--- config.mk ---
export PLATFORM = sky130hd
export DESIGN_NAME = lfp_e4m4_dot_accum_flat
export DESIGN_NICKNAME = d
export VERILOG_FILES = /design/src/rtl/lfp_e4m4_dot_accum_pkg.sv /design/src/rtl/lfp_e4m4_dot_accum_if.sv /design/src/rtl/e4m4_to_q_dec.sv /design/src/rtl/lfp_e4m4_dot_accum.sv /design/src/flat_wrapper.sv
export SDC_FILE = /design/constraint.sdc
export NUM_CORES = 1
export LEC_CHECK = 0
export ABC_AREA = 0
export CAP_MARGIN = 20
export CELL_PAD_IN_SITES_DETAIL_PLACEMENT = 0
export CELL_PAD_IN_SITES_GLOBAL_PLACEMENT = 1
export CORE_UTILIZATION = 40
export CTS_BUF_LIST = sky130_fd_sc_hd__clkbuf_4
export CTS_CLUSTER_DIAMETER = 200
export DETAILED_ROUTE_END_ITERATION = 8
export HOLD_SLACK_MARGIN = 0.03
export PLACE_DENSITY = 0.76
export SYNTH_ARGS = -nofsm -noshare
export SYNTH_HDL_FRONTEND = slang
export SYNTH_SLANG_ARGS = --single-unit
--- constraint.sdc ---
create_clock -name clk -period 2.35 [get_ports clk]
set_input_delay 0.235 -clock clk [delete_from_list [all_inputs] [get_ports clk]]
set_output_delay 0.235 -clock clk [all_outputs]
set_load 0.01 [all_outputs]
--- src/rtl/lfp_e4m4_dot_accum_pkg.sv ---
// Shared E4M4 / Q6.11 definitions for the LFP multiplier-output consumers.
package lfp_e4m4_dot_accum_pkg;

    localparam int SIGN_W     = 1;
    localparam int EXP_W      = 4;
    localparam int MAN_W      = 4;
    localparam int E4M4_W     = SIGN_W + EXP_W + MAN_W;
    localparam int E4M4_BIAS  = 8;

    localparam int Q611_W     = 18;
    localparam int Q611_FRAC  = 11;
    localparam int Q611_MAX   = 131071;
    localparam int Q611_MIN   = -131072;

    localparam int TERM_W     = 21;

    typedef enum logic [1:0] {
        ST_ACC,
        ST_FLUSH,
        ST_OUT
    } state_e;

    typedef struct packed {
        logic                     sat;
        logic signed [Q611_W-1:0] data;
    } sat_res_t;

endpackage

--- src/rtl/lfp_e4m4_dot_accum_if.sv ---
// Product stream in, Q6.11 result stream out; slave is the accumulator's view.
interface lfp_e4m4_dot_accum_if;

    logic                                              s_valid;
    logic                                              s_ready;
    logic [lfp_e4m4_dot_accum_pkg::E4M4_W-1:0]         s_data;
    logic                                              s_last;
    logic                                              m_valid;
    logic                                              m_ready;
    logic signed [lfp_e4m4_dot_accum_pkg::Q611_W-1:0]  m_data;
    logic                                              m_sat;

    modport slave (
        input  s_valid, s_data, s_last, m_ready,
        output s_ready, m_valid, m_data, m_sat
    );

    modport master (
        output s_valid, s_data, s_last, m_ready,
        input  s_ready, m_valid, m_data, m_sat
    );

endinterface

--- src/rtl/e4m4_to_q_dec.sv ---
// Exact E4M4 -> Q6.11 decode: e=0 is zero, otherwise (16+m) << (e-1), signed.
module e4m4_to_q_dec
    import lfp_e4m4_dot_accum_pkg::*;
(
    input  logic [E4M4_W-1:0]        e4m4_i,
    output logic signed [TERM_W-1:0] term_o
);

    logic             sign;
    logic [EXP_W-1:0] expo;
    logic [MAN_W-1:0] man;
    logic [EXP_W-1:0] shamt;
    logic [TERM_W-1:0] mag;

    assign sign  = e4m4_i[E4M4_W-1];
    assign expo  = e4m4_i[MAN_W +: EXP_W];
    assign man   = e4m4_i[MAN_W-1:0];
    // Shift folds bias and fraction alignment: e - bias + frac - man_bits = e - 1.
    assign shamt = expo + EXP_W'(Q611_FRAC - MAN_W - E4M4_BIAS);

    always_comb begin
        mag = '0;
        if (expo != '0) begin
            mag = TERM_W'({1'b1, man}) << shamt;
        end
        term_o = sign ? -$signed(mag) : $signed(mag);
    end

endmodule

--- src/rtl/lfp_e4m4_dot_accum.sv ---
// Frame-based E4M4 dot-product accumulator with a saturated Q6.11 handshaked result.
module lfp_e4m4_dot_accum
    import lfp_e4m4_dot_accum_pkg::*;
#(
    parameter int N_TERMS = 8,
    parameter int ACC_W   = 26
)(
    input  logic                 clk,
    input  logic                 rst_n,
    lfp_e4m4_dot_accum_if.slave  bus
);

    localparam int CNT_W = (N_TERMS > 1) ? $clog2(N_TERMS) : 1;
    localparam logic [CNT_W-1:0]        CNT_LAST = CNT_W'(N_TERMS - 1);
    localparam logic signed [ACC_W-1:0] SAT_HI   = ACC_W'(Q611_MAX);
    localparam logic signed [ACC_W-1:0] SAT_LO   = ACC_W'(Q611_MIN);

    function automatic sat_res_t sat_q611(input logic signed [ACC_W-1:0] a);
        sat_res_t r;
        if (a > SAT_HI) begin
            r.sat  = 1'b1;
            r.data = Q611_W'(Q611_MAX);
        end else if (a < SAT_LO) begin
            r.sat  = 1'b1;
            r.data = Q611_W'(Q611_MIN);
        end else begin
            r.sat  = 1'b0;
            r.data = a[Q611_W-1:0];
        end
        return r;
    endfunction

    state_e                   state_q;
    logic                     s_ready_q;
    logic                     m_valid_q;
    logic                     m_sat_q;
    logic signed [Q611_W-1:0] m_data_q;
    logic [CNT_W-1:0]         cnt_q;
    logic signed [ACC_W-1:0]  acc_q;
    logic signed [ACC_W-1:0]  acc_d;
    logic signed [TERM_W-1:0] term_dec;
    logic signed [TERM_W-1:0] term_p1_q;
    logic                     vld_p1_q;
    logic                     last_p1_q;
    logic                     first_p1_q;
    logic                     last_p2_q;
    logic                     beat;
    logic                     close;
    sat_res_t                 sat_d;

    e4m4_to_q_dec u_dec (
        .e4m4_i (bus.s_data),
        .term_o (term_dec)
    );

    assign beat  = bus.s_valid & s_ready_q;
    assign close = bus.s_last | (cnt_q == CNT_LAST);

    always_comb begin
        acc_d = first_p1_q ? ACC_W'(term_p1_q) : acc_q + ACC_W'(term_p1_q);
    end

    assign sat_d = sat_q611(acc_q);

    // Stage 1: decoded term register
    always_ff @(posedge clk) begin
        if (beat) begin
            term_p1_q <= term_dec;
        end
    end

    always_ff @(posedge clk or negedge rst_n) begin
        if (!rst_n) begin
            state_q    <= ST_ACC;
            s_ready_q  <= 1'b0;
            m_valid_q  <= 1'b0;
            m_data_q   <= '0;
            m_sat_q    <= 1'b0;
            cnt_q      <= '0;
            acc_q      <= '0;
            vld_p1_q   <= 1'b0;
            last_p1_q  <= 1'b0;
            first_p1_q <= 1'b0;
            last_p2_q  <= 1'b0;
        end else begin
            vld_p1_q   <= beat;
            last_p1_q  <= beat & close;
            first_p1_q <= beat & (cnt_q == '0);

            // Stage 2: accumulate; the first term of a frame loads
            last_p2_q  <= vld_p1_q & last_p1_q;
            if (vld_p1_q) begin
                acc_q <= acc_d;
            end

            case (state_q)
                ST_ACC: begin
                    s_ready_q <= 1'b1;
                    if (beat) begin
                        if (close) begin
                            s_ready_q <= 1'b0;
                            state_q   <= ST_FLUSH;
                        end else begin
                            cnt_q <= cnt_q + 1'b1;
                        end
                    end
                end
                ST_FLUSH: begin
                    if (last_p2_q) begin
                        m_data_q  <= sat_d.data;
                        m_sat_q   <= sat_d.sat;
                        m_valid_q <= 1'b1;
                        state_q   <= ST_OUT;
                    end
                end
                ST_OUT: begin
                    if (bus.m_ready) begin
                        m_valid_q <= 1'b0;
                        acc_q     <= '0;
                        cnt_q     <= '0;
                        s_ready_q <= 1'b1;
                        state_q   <= ST_ACC;
                    end
                end
                default: begin
                    state_q <= ST_ACC;
                end
            endcase
        end
    end

    assign bus.s_ready = s_ready_q;
    assign bus.m_valid = m_valid_q;
    assign bus.m_data  = m_data_q;
    assign bus.m_sat   = m_sat_q;

endmodule

--- src/flat_wrapper.sv ---
// flat-port wrapper written by rule: the top's interface ports become plain ports
module lfp_e4m4_dot_accum_flat import lfp_e4m4_dot_accum_pkg::*;
#(
    parameter int N_TERMS = 8,
    parameter int ACC_W   = 26
)
  (clk, rst_n, bus_s_valid, bus_s_data, bus_s_last, bus_m_ready, bus_s_ready, bus_m_valid, bus_m_data, bus_m_sat);
  lfp_e4m4_dot_accum_if bus_i ();
  input  logic clk;
  input  logic rst_n;
  input wire logic [$bits(bus_i.s_valid)-1:0] bus_s_valid;
  input wire logic [$bits(bus_i.s_data)-1:0] bus_s_data;
  input wire logic [$bits(bus_i.s_last)-1:0] bus_s_last;
  input wire logic [$bits(bus_i.m_ready)-1:0] bus_m_ready;
  output wire logic [$bits(bus_i.s_ready)-1:0] bus_s_ready;
  output wire logic [$bits(bus_i.m_valid)-1:0] bus_m_valid;
  output wire logic [$bits(bus_i.m_data)-1:0] bus_m_data;
  output wire logic [$bits(bus_i.m_sat)-1:0] bus_m_sat;
  assign bus_i.s_valid = bus_s_valid;
  assign bus_i.s_data = bus_s_data;
  assign bus_i.s_last = bus_s_last;
  assign bus_i.m_ready = bus_m_ready;
  assign bus_s_ready = bus_i.s_ready;
  assign bus_m_valid = bus_i.m_valid;
  assign bus_m_data = bus_i.m_data;
  assign bus_m_sat = bus_i.m_sat;
  lfp_e4m4_dot_accum #(.N_TERMS(N_TERMS), .ACC_W(ACC_W)) u_core (.clk(clk), .rst_n(rst_n), .bus(bus_i));
endmodule
==> impl_results.md, run 1 <==
- GRT overflow: 0
- Vert. Die Dim: 121 um
- Num ports: 35
- Clock root cell: clkbuf_4
- Rows: 43
- Tmin final: 2.62 ns
- Core footprint: 13,800 um2
- Max-cap violations: 0
- Setup crit start: u_core.acc_q[10]$_DFF_PN0_
- Critical Path AT: 2.96 ns
- Critical path destination: u_core.acc_q[25]$_DFF_PN0_
- Vias in the first global route: 5,102
- Port Buf Inserts: 34
- Syn_nets: 703
- Worst vdd ir: 414 uV
- DRT Pass-1 Iters: 7
- LEAKAGE: 3.35 nW
- Pwr dens: 1250 nW/um2
- Vias: 5,419
- Failing checks: design-rule violations, negative setup slack
- Most common cell in the netlist: nand2_1
- CTS tree: done
- Critical path required time: 2.69 ns
- Die width: 121 um
- Initial Util: 0.408
- Cells on worst reg2reg path: 12
- Post-synthesis cell type count: 78
- Mapped Area: 5640 um2
- Synth cell count leaders: 71 x nand2_1, 70 x nor2_1, 68 x o21ai_0
- Worst Tran Pin Value: 0.726 ns
- Vias per inst: 5.38
- Worst setup SP type: flip-flop
- Synth Register Bits: 77
- Hold path cells: 2
- DIE AREA: 14,600 um2
- Hold Violations, Final: 0
- Post-route ant nets: 0
- GRT Total Usage: 0.217
- R2R Setup Slk: -0.27 ns
- Fin Clk Skew: 0.0250 ns
- DR WL/cell: 15.5 um
- Detailed Place HPWL: 11.6 mm
- DRT iter0 DRCs: 254
- R2R Path Start: u_core.acc_q[10]$_DFF_PN0_
- RR Endpoint: u_core.acc_q[25]$_DFF_PN0_
- Crit. End Element: flip-flop
- Post-synthesis sequential area ratio: 0.360
- TNS Setup: -1.72 ns
- # setup viols final: 12
- Run status: complete, but fails checks
- Clock transition at path regs: 0.14 ns
- Post-layout nets: 869
- Largest net degree at the start of global routing: 57
- Diodes inserted: 0
- Total Wirelength: 15.6 mm
- EDFF count, synth: 21
- Final worst slack: -0.267 ns
- RSZ-0062 raised after global routing: yes
- Post-synth top area cell: dfrtp_1
- Final GP Congestion: 0.929
- TritonCTS buffer count: 9
- Syn avg cell area: 8.59 um2
- Synthesis Warnings: 0
- Main synth FF type: dfrtp_1
- Hold Crit Class: in -> reg
- Clock latency on the worst-skew pair: 0.44 ns
- Residual DRC: 1
- Fin crit share: 1.11
- Top cells by area, synth: dfrtp_1 25%, edfxtp_1 11%, ha_1 6.9%
- Worst-path fanout max: 4
- First-pass GRT wire length: 25.0 mm
- Share of the synthesized area in the top cell type: 0.248
- Clock buffer depth: 2
- Post-synthesis cell count: 657
- Layout area overhead: 39.8%
- Final design utilization: 0.570
- Max Slew Vio Count: 0
- CP Class: reg -> reg
- Share of cells above drive strength 1: 0.324
- Fill count: 1,207
- Async set-or-reset flop fraction in the synthesized netlist: 0.727
- H-tree depth: 3
- Maximum clock frequency: 382 MHz
- Initial antenna violation count: 0
- Clk sinks: 77
- Max-slew headroom at the worst pin: 0.516
## timing repair
| action | CTS | global route |
|---|---|---|
| setup buffers | 11 | 13 |
| hold buffers | 1 | 0 |
| pin swaps | 31 | 47 |
| setup endpoints to repair | 32 | 23 |
| gates resized for setup | 37 | 46 |
| hold endpoints to repair | 56 | 0 |
## worst min path at each step
| stage | from | end |
|---|---|---|
| after floorplan | rst_n | u_core.acc_q[0]$_DFF_PN0_ |
| after global placement | rst_n | u_core.bus.m_data[0]$_DFFE_PN0P_ |
| after detailed placement | rst_n | u_core.bus.m_data[3]$_DFFE_PN0P_ |
| after CTS | bus_m_ready | u_core.state_q[1]$_DFFE_PN0P_ |
| after global routing | bus_s_last | u_core.last_p1_q$_DFF_PN0_ |
| final | bus_m_ready | u_core.state_q[1]$_DFFE_PN0P_ |
## sequential cells by signal, summed over array words and instances, names as in the netlist
name	count
u_core.acc_q	26
u_core.term_p1_q	21
u_core.bus.m_data	18
u_core.cnt_q	3
u_core.state_q	2
u_core.bus.m_sat	1
u_core.bus.m_valid	1
u_core.bus.s_ready	1
u_core.first_p1_q	1
u_core.last_p1_q	1
u_core.last_p2_q	1
u_core.vld_p1_q	1
## metal layers
metal  GRT usage  up-vias  part of all wire
met3      0.0316       26             0.026
met5           0        -                 0
met2       0.366       96              0.49
li1            -     2727                 -
met1       0.289     2570              0.47
met4      0.0594        0             0.017
## area by class of cell
type                            count  area, um2  share of cell area
Clock buffer                       11       82.6              0.0105
Clock inverter                      5       60.1             0.00762
Inverter                           18       75.1             0.00952
Multi-Input combinational cell    532       3910               0.496
Sequential cell                    77       2030               0.258
Tap cell                          180        225              0.0286
Timing Repair Buffer              185       1500               0.190
## worst max-delay path, cell delays in order (launching register included)
cell,delay (ns)
dfrtp_1,0.44
ha_4,0.28
buf_4,0.12
nand2_1,0.07
or2_2,0.32
a31oi_1,0.16
a211o_1,0.22
buf_4,0.14
a21oi_2,0.05
a21oi_2,0.22
mux2i_1,0.10
a311oi_1,0.27
a21oi_1,0.11
## cell usage in the layout, fill, tap and decap left out, drive strengths merged, types with 18 or more instances in the layout
cell type      synthesis  layout
clkdlybuf4s50          0      30
inv                   17      18
ha                    31      31
o21ai                 74      74
edfxtp                21      21
xnor2                 19      19
nand2                 71      71
dfrtp                 56      56
a21oi                 65      65
nor2                  73      73
buf                   10     151
## logic make-up (layout without fill, tap and decap cells)
kind of cell             after synthesis  after routing  synth area share
AO/OA/AOI/OAI                        234            234             0.270
AND/OR/NAND/NOR                      220            220             0.184
XOR/XNOR                              31             31            0.0494
adder cells (fa/ha/maj)               32             32            0.0723
multiplexers                          15             15            0.0284
buffers and inverters                 48            219            0.0364
flip-flops                            77             77             0.360
## report_power, final
part           internal [mW]  switching (mW)
clock                  0.352           0.479
sequential              1.94           0.496
combinational           3.35            3.21
total                   5.64            4.18
## through the flow
step | hold slack [ns] | instance area [um2] | total power [mW] | setup slack (ns) | instances
2_1_floorplan | -0.0606 | 5800 | 5.81 | -0.118 | 657
3_3_place_gp | 0.420 | 7160 | 7.75 | -0.767 | 968
3_5_place_dp | 0.429 | 7160 | 7.87 | -0.834 | 968
4_1_cts | 0.401 | 7540 | 9.12 | -0.236 | 995
5_1_grt | 0.404 | 7890 | 10.7 | -0.366 | 1008
6_report | 0.439 | 7890 | 9.83 | -0.267 | 1008
(Power assumes the default switching activity.)
==> run 2: changes to the inputs <==
--- a/config.mk
+++ b/config.mk
@@ -9,12 +9,14 @@
 export CAP_MARGIN = 20
 export CELL_PAD_IN_SITES_DETAIL_PLACEMENT = 0
 export CELL_PAD_IN_SITES_GLOBAL_PLACEMENT = 1
+export CORE_MARGIN = 5
 export CORE_UTILIZATION = 40
 export CTS_BUF_LIST = sky130_fd_sc_hd__clkbuf_4
 export CTS_CLUSTER_DIAMETER = 200
 export DETAILED_ROUTE_END_ITERATION = 8
 export HOLD_SLACK_MARGIN = 0.03
-export PLACE_DENSITY = 0.76
+export PLACE_DENSITY_LB_ADDON = 0.1
 export SYNTH_ARGS = -nofsm -noshare
 export SYNTH_HDL_FRONTEND = slang
+export SYNTH_HIERARCHICAL = 1
 export SYNTH_SLANG_ARGS = --single-unit
==> run 2 against run 1 <==
The run ends with negative setup slack left. Setup slack improved by 0.10 ns. Global-route usage fell by 0.56 points. Core utilization fell by 2.1 points. Routed wire length rose by 12%. Critical endpoint is now u_core/acc_q[21]$_DFF_PN0_. Highest routed layer unchanged.
==> impl_results.md, run 2 <==
- Worst vdd ir: 462 uV
- Synth Area in Compound Gates: 0.271
- CTS tree: done
- H-tree depth: 3
- Maximum clock frequency: 398 MHz
- Post-synthesis mux area share: 0.0227
- Top cells by area, synth: dfrtp_1 24%, edfxtp_1 11%, o21ai_0 7.3%
- Fin crit share: 1.07
- EDFF count, synth: 21
- DR WL/cell: 16.7 um
- TritonCTS buffer count: 9
- Xor and xnor area share after synthesis: 0.0360
- Synth Register Bits: 77
- Main synth FF type: dfrtp_1
- Post-synth top area cell: dfrtp_1
- Largest register by flop count: u_core/acc_q
- Post-route ant nets: 0
- Final GP Congestion: 0.919
- Setup crit start: u_core/term_p1_q[10]$_DFFE_PP_
- Max-slew headroom at the worst pin: 0.490
- Residual DRC: 0
- Pwr dens: 1240 nW/um2
- Vias in the first global route: 5,647
- Vert. Die Dim: 131 um
- Largest register FFs: 26
- Layout area overhead: 35.9%
- Synthesis Warnings: 6
- Area of the multi-input gates: 3870 um2
- First-pass GRT wire length: 28.5 mm
- Initial Util: 0.404
- Post-synthesis adder-cell area fraction: 0.0699
- Largest net degree at the start of global routing: 57
- Hold Violations, Final: 0
- Post-layout nets: 903
- Run status: complete, but fails checks
- Share of the synthesized area in the top cell type: 0.240
- LEAKAGE: 3.42 nW
- DRT Pass-1 Iters: 4
- Clock buffer depth: 2
- Die width: 131 um
- Most common cell in the netlist: nand2_1
- Core footprint: 14,400 um2
- Post-synthesis cell type count: 80
- # setup viols final: 12
- CP Class: reg -> reg
- Hold Crit Class: in -> reg
- Max-cap violations: 0
- Critical Path AT: 2.89 ns
- Max Slew Vio Count: 0
- Share of cells above drive strength 1: 0.287
- Post-synthesis cell count: 699
- Port Buf Inserts: 34
- Tmin final: 2.52 ns
- Main combinational cell family by area after synthesis: compound AO/OA/AOI/OAI gates
- Setup WS pre-CTS: -1.01 ns
- Reg area: 2030 um2
- Num ports: 35
- Hold Startpoint: bus_m_ready
- Total Wirelength: 17.5 mm
- Critical path required time: 2.72 ns
- Detailed Place HPWL: 13.1 mm
- Fill count: 1,381
- Synth cell count leaders: 90 x nand2_1, 85 x o21ai_0, 60 x nor2_1
- Clock transition at path regs: 0.14 ns
- Failing checks: negative setup slack
- Simple-Gate Fraction of Synth Area: 0.207
- Worst Tran Pin Value: 0.765 ns
- Clock root cell: clkbuf_4
- Worst setup SP type: flip-flop
- GRT overflow: 0
- RSZ-0062 raised after global routing: yes
- R2R Path Start: u_core/term_p1_q[10]$_DFFE_PP_
- Async set-or-reset flop fraction in the synthesized netlist: 0.727
- Crit. End Element: flip-flop
- Commonest non-fill, non-tap cell in the layout: buf_4
- Vias: 5,866
- Vias per inst: 5.60
- Final worst slack: -0.166 ns
- Worst-path fanout max: 6
- Fin Clk Skew: 0.0293 ns
- Finished Cell Area: 7930 um2
- DIE AREA: 17,100 um2
- Clock latency on the worst-skew pair: 0.46 ns
- Placed cell areas: 7340 um2
- DRT iter0 DRCs: 317
- Rows: 44
- Hold WS: 0.422 ns
- Clk sinks: 77
- Mapped Area: 5830 um2
- Initial antenna violation count: 1
- Syn_nets: 745
- Syn avg cell area: 8.34 um2
- Post-synthesis sequential area ratio: 0.348
- Commonest non-fill, non-tap cells in the layout: 147 x buf_4, 89 x nand2_1, 77 x o21ai_0, 56 x dfrtp_1, 54 x nor2_1
- GRT Total Usage: 0.211
run 2: cell count changes after synthesis, sizes merged, moves of 7 or more:
cell	change
nand2	+20
inv	+7
nor2	-13
o21ai	+16
or3	+8
clkbuf	+10
nor2b	-10
a21oi	-31
run 2: report_power, final:
part / switching (mW) / total, mW / internal (mW)
combinational: 3.28 / 6.51 / 3.22
clock: 0.493 / 0.938 / 0.444
sequential: 0.435 / 2.38 / 1.95
run 2: cells by family after synthesis:
| family | count (synthesis) |
|---|---|
| fa+ha+maj | 32 |
| xor+xnor | 24 |
| buf+inv | 66 |
| simple gates | 251 |
| flops | 77 |
| mux | 11 |
| compound gates | 238 |
run 2: layer usage:
layer  track usage  wire (um)  vias to the layer above
li1              -          -                     2907
met1         0.291       8280                     2762
met2         0.337       8060                      162
met3        0.0293        751                       35
met4        0.0847        442                        0
met5             0          0                        -
run 2: worst paths after layout:
kind / to / slack [ns] / cells after the start
max: u_core/acc_q[21]$_DFF_PN0_ / -0.17 / 11
min: u_core/state_q[1]$_DFFE_PN0P_ / 0.42 / 2
max reg2reg: u_core/acc_q[21]$_DFF_PN0_ / -0.17 / 11
min reg2reg: u_core/last_p2_q$_DFF_PN0_ / 0.48 / 1
max in group asynchronous: u_core/bus.m_data[17]$_DFFE_PN0P_ / 1.38 / 3
min in group asynchronous: u_core/bus.m_data[4]$_DFFE_PN0P_ / 0.45 / 3
run 2: final cells by class:
class | instances | share of cell area
multi-input cells | 556 | 0.488
clock buffers | 10 | 0.00947
inverters | 24 | 0.0123
clock inverters | 6 | 0.0107
flip-flops and latches | 77 | 0.256
repair buffers | 189 | 0.193
diodes | 2 | 0.000631
well taps | 184 | 0.0290
run 2: metrics by stage:
step	TNS, ns	power (mW)	utilization	instances
floorplan	-6.28	5.90	-	699
detailed placement	-17.68	8.12	0.509	1015
finish	-1.09	9.83	0.550	1048
global route	-2.32	10.7	0.550	1048
global placement	-16.08	7.96	0.509	1015
CTS	-0.786	9.39	0.533	1038
run 2: worst max-delay path, cell delays in order (launching register included):
cell,delay [ns]
edfxtp_1,0.48
ha_4,0.32
a21oi_4,0.20
a31oi_2,0.12
a311oi_2,0.28
o31ai_4,0.12
buf_6,0.15
buf_4,0.13
a211oi_2,0.26
xor2_1,0.17
o21ai_1,0.07
o211a_1,0.12
run 2: timing repair:
| action | 4_1_cts | 5_1_grt |
|---|---|---|
| hold buffers | 1 | 0 |
| pin swaps | 39 | 41 |
| endpoints found under the hold margin | 56 | 0 |
| endpoints found under the setup margin | 32 | 25 |
| gates resized for setup | 54 | 31 |
| setup buffers | 7 | 9 |
==> run 3: changes to the inputs <==
--- a/config.mk
+++ b/config.mk
@@ -9,7 +9,6 @@
 export CAP_MARGIN = 20
 export CELL_PAD_IN_SITES_DETAIL_PLACEMENT = 0
 export CELL_PAD_IN_SITES_GLOBAL_PLACEMENT = 1
-export CORE_MARGIN = 5
 export CORE_UTILIZATION = 40
 export CTS_BUF_LIST = sky130_fd_sc_hd__clkbuf_4
 export CTS_CLUSTER_DIAMETER = 200
==> run 3 against run 2 <==
The run still ends with negative setup slack left. Hold slack worse by 0.11 ns. Setup slack better by 0.058 ns. Via count is 1.4% higher. Power is 1.0% lower. Largest cell class unchanged.
==> impl_results.md, run 3 (synthesis gave the netlist of run 2 again) <==
- Run status: complete, but fails checks
- Failing checks: negative setup slack
- Final design utilization: 0.576
- Vert. Die Dim: 123 um
- Placed insts: 1,017
- DRT Pass-1 Iters: 5
- Port Buf Inserts: 34
- Clock root cell: clkbuf_4
- TNS Setup: -0.666 ns
- Commonest non-fill, non-tap cells in the layout: 154 x buf_4, 86 x nand2_1, 77 x o21ai_0, 56 x dfrtp_1, 54 x nor2_1
- Num ports: 35
- GRT overflow: 0
- Worst vdd ir: 461 uV
- Crit. End Element: flip-flop
- Fin Clk Skew: 0.0377 ns
- First-pass GRT wire length: 27.8 mm
- Maximum clock frequency: 407 MHz
- R2R Path Start: u_core/term_p1_q[5]$_DFFE_PP_
- Setup WS pre-CTS: -1.03 ns
- Worst setup SP type: flip-flop
- Die width: 123 um
- Setup crit start: u_core/term_p1_q[5]$_DFFE_PP_
- Core footprint: 14,000 um2
- Share of cells above drive strength 1: 0.306
- Clk sinks: 77
- Largest net degree at the start of global routing: 40
- Tmin final: 2.46 ns
- Fin crit share: 1.05
- Initial antenna violation count: 1
- Largest register FFs: 26
- DIE AREA: 15,100 um2
- Layout area overhead: 38.8%
- CP max-delay cell: edfxtp_1
- Clock transition at path regs: 0.17 ns
- Rows: 43
- Hold Crit Class: in -> async
- Worst-path fanout max: 4
- Critical path required time: 2.75 ns
- Worst stage delay on the critical path: 0.47 ns
- Vias: 5,950
- CTS tree: done
- Hold WS: 0.311 ns
- Vias per inst: 5.66
- Commonest non-fill, non-tap cell in the layout: buf_4
- Clock buffer depth: 2
- Cells on worst reg2reg path: 9
- Post-route ant nets: 0
- Detailed Place HPWL: 12.9 mm
- DR WL/cell: 16.4 um
- RSZ-0062 raised after global routing: yes
- GRT Total Usage: 0.236
- Hold Violations, Final: 0
- Critical Path AT: 2.85 ns
- Max Slew Vio Count: 0
- Pwr dens: 1200 nW/um2
- Max-slew headroom at the worst pin: 0.541
- Residual DRC: 0
- Non-Filler Instances: 1,051
- LEAKAGE: 3.45 nW
- Vias in the first global route: 5,658
- H-tree depth: 3
- Initial Util: 0.415
- # setup viols final: 13
- Final worst slack: -0.108 ns
- Total Wirelength: 17.2 mm
- Final GP Congestion: 0.833
- Post-layout nets: 911
- Crit path cell chain: ha_4 > o21a_1 > nor2_2 > or4_4 > o21bai_4 > a21o_1 > and3b_1 > o311a_1 > nor2_1
- Largest register by flop count: u_core/acc_q
- TritonCTS buffer count: 9
- DRT iter0 DRCs: 402
- CP Class: reg -> reg
- Worst Tran Pin Value: 0.689 ns
- Max-cap violations: 0
- Clock latency on the worst-skew pair: 0.48 ns
## run 3: cell count changes in the layout (fill, tap and decap cells not counted), sizes merged
cell,before,now
buf,157,165
bufinv,2,0
inv,26,28
clkbuf,10,9
clkinvlp,0,1
diode,2,1
## run 3: through the flow
step | total power, mW | area [um2]
after detailed placement | 8.15 | 7380
after floorplan | 5.90 | 5940
after CTS | 9.24 | 7740
after global placement | 7.99 | 7380
after global routing | 10.6 | 8100
final | 9.73 | 8100
## run 3: layout make-up
type,count,area (um2)
well taps,180,225
flip-flops and latches,77,2030
clock inverters,7,56.3
clock buffers,9,67.6
inverters,24,97.6
multi-input cells,556,4020
repair buffers,197,1590
diodes,1,2.50
fillers,1265,5950
## run 3: critical path, delay by kind of cell, from the launching register on
family | cells | cell delay [ns]
AOI/OAI and AO/OA | 4 | 0.87
and+or+nand+nor | 4 | 0.78
DFF | 1 | 0.47
adders and majority gates | 1 | 0.30
## run 3: routing by layer
layer  up-vias  share of wire  track usage
li1       2921              -            -
met4         0          0.027        0.101
met1      2852           0.47        0.316
met3        35          0.045       0.0437
met2       142           0.46        0.373
met5         -              0            0
## run 3: repair_timing
action	4_1_cts	5_1_grt
hold endpoints to repair	29	0
hold buffers	1	0
setup buffers	4	13
cloned	0	0
pin swaps	32	34
endpoints found under the setup margin	31	24
resized for setup	60	49
## run 3: path summary, 6_finish.rpt
path / endpoint / slack, ns
max: u_core/acc_q[18]$_DFF_PN0_ / -0.11
min: u_core/cnt_q[0]$_DFFE_PN0P_ / 0.31
min reg2reg: u_core/last_p2_q$_DFF_PN0_ / 0.48
max in group asynchronous: u_core/acc_q[19]$_DFF_PN0_ / 1.29
max reg2reg: u_core/acc_q[18]$_DFF_PN0_ / -0.11
min in group clk: u_core/state_q[1]$_DFFE_PN0P_ / 0.44
## run 3: power by group
group          switching, mW  total [mW]  internal, mW
clock                  0.529       0.761         0.232
sequential             0.469        2.42          1.95
combinational           3.32        6.55          3.24
total                   4.32        9.73          5.41
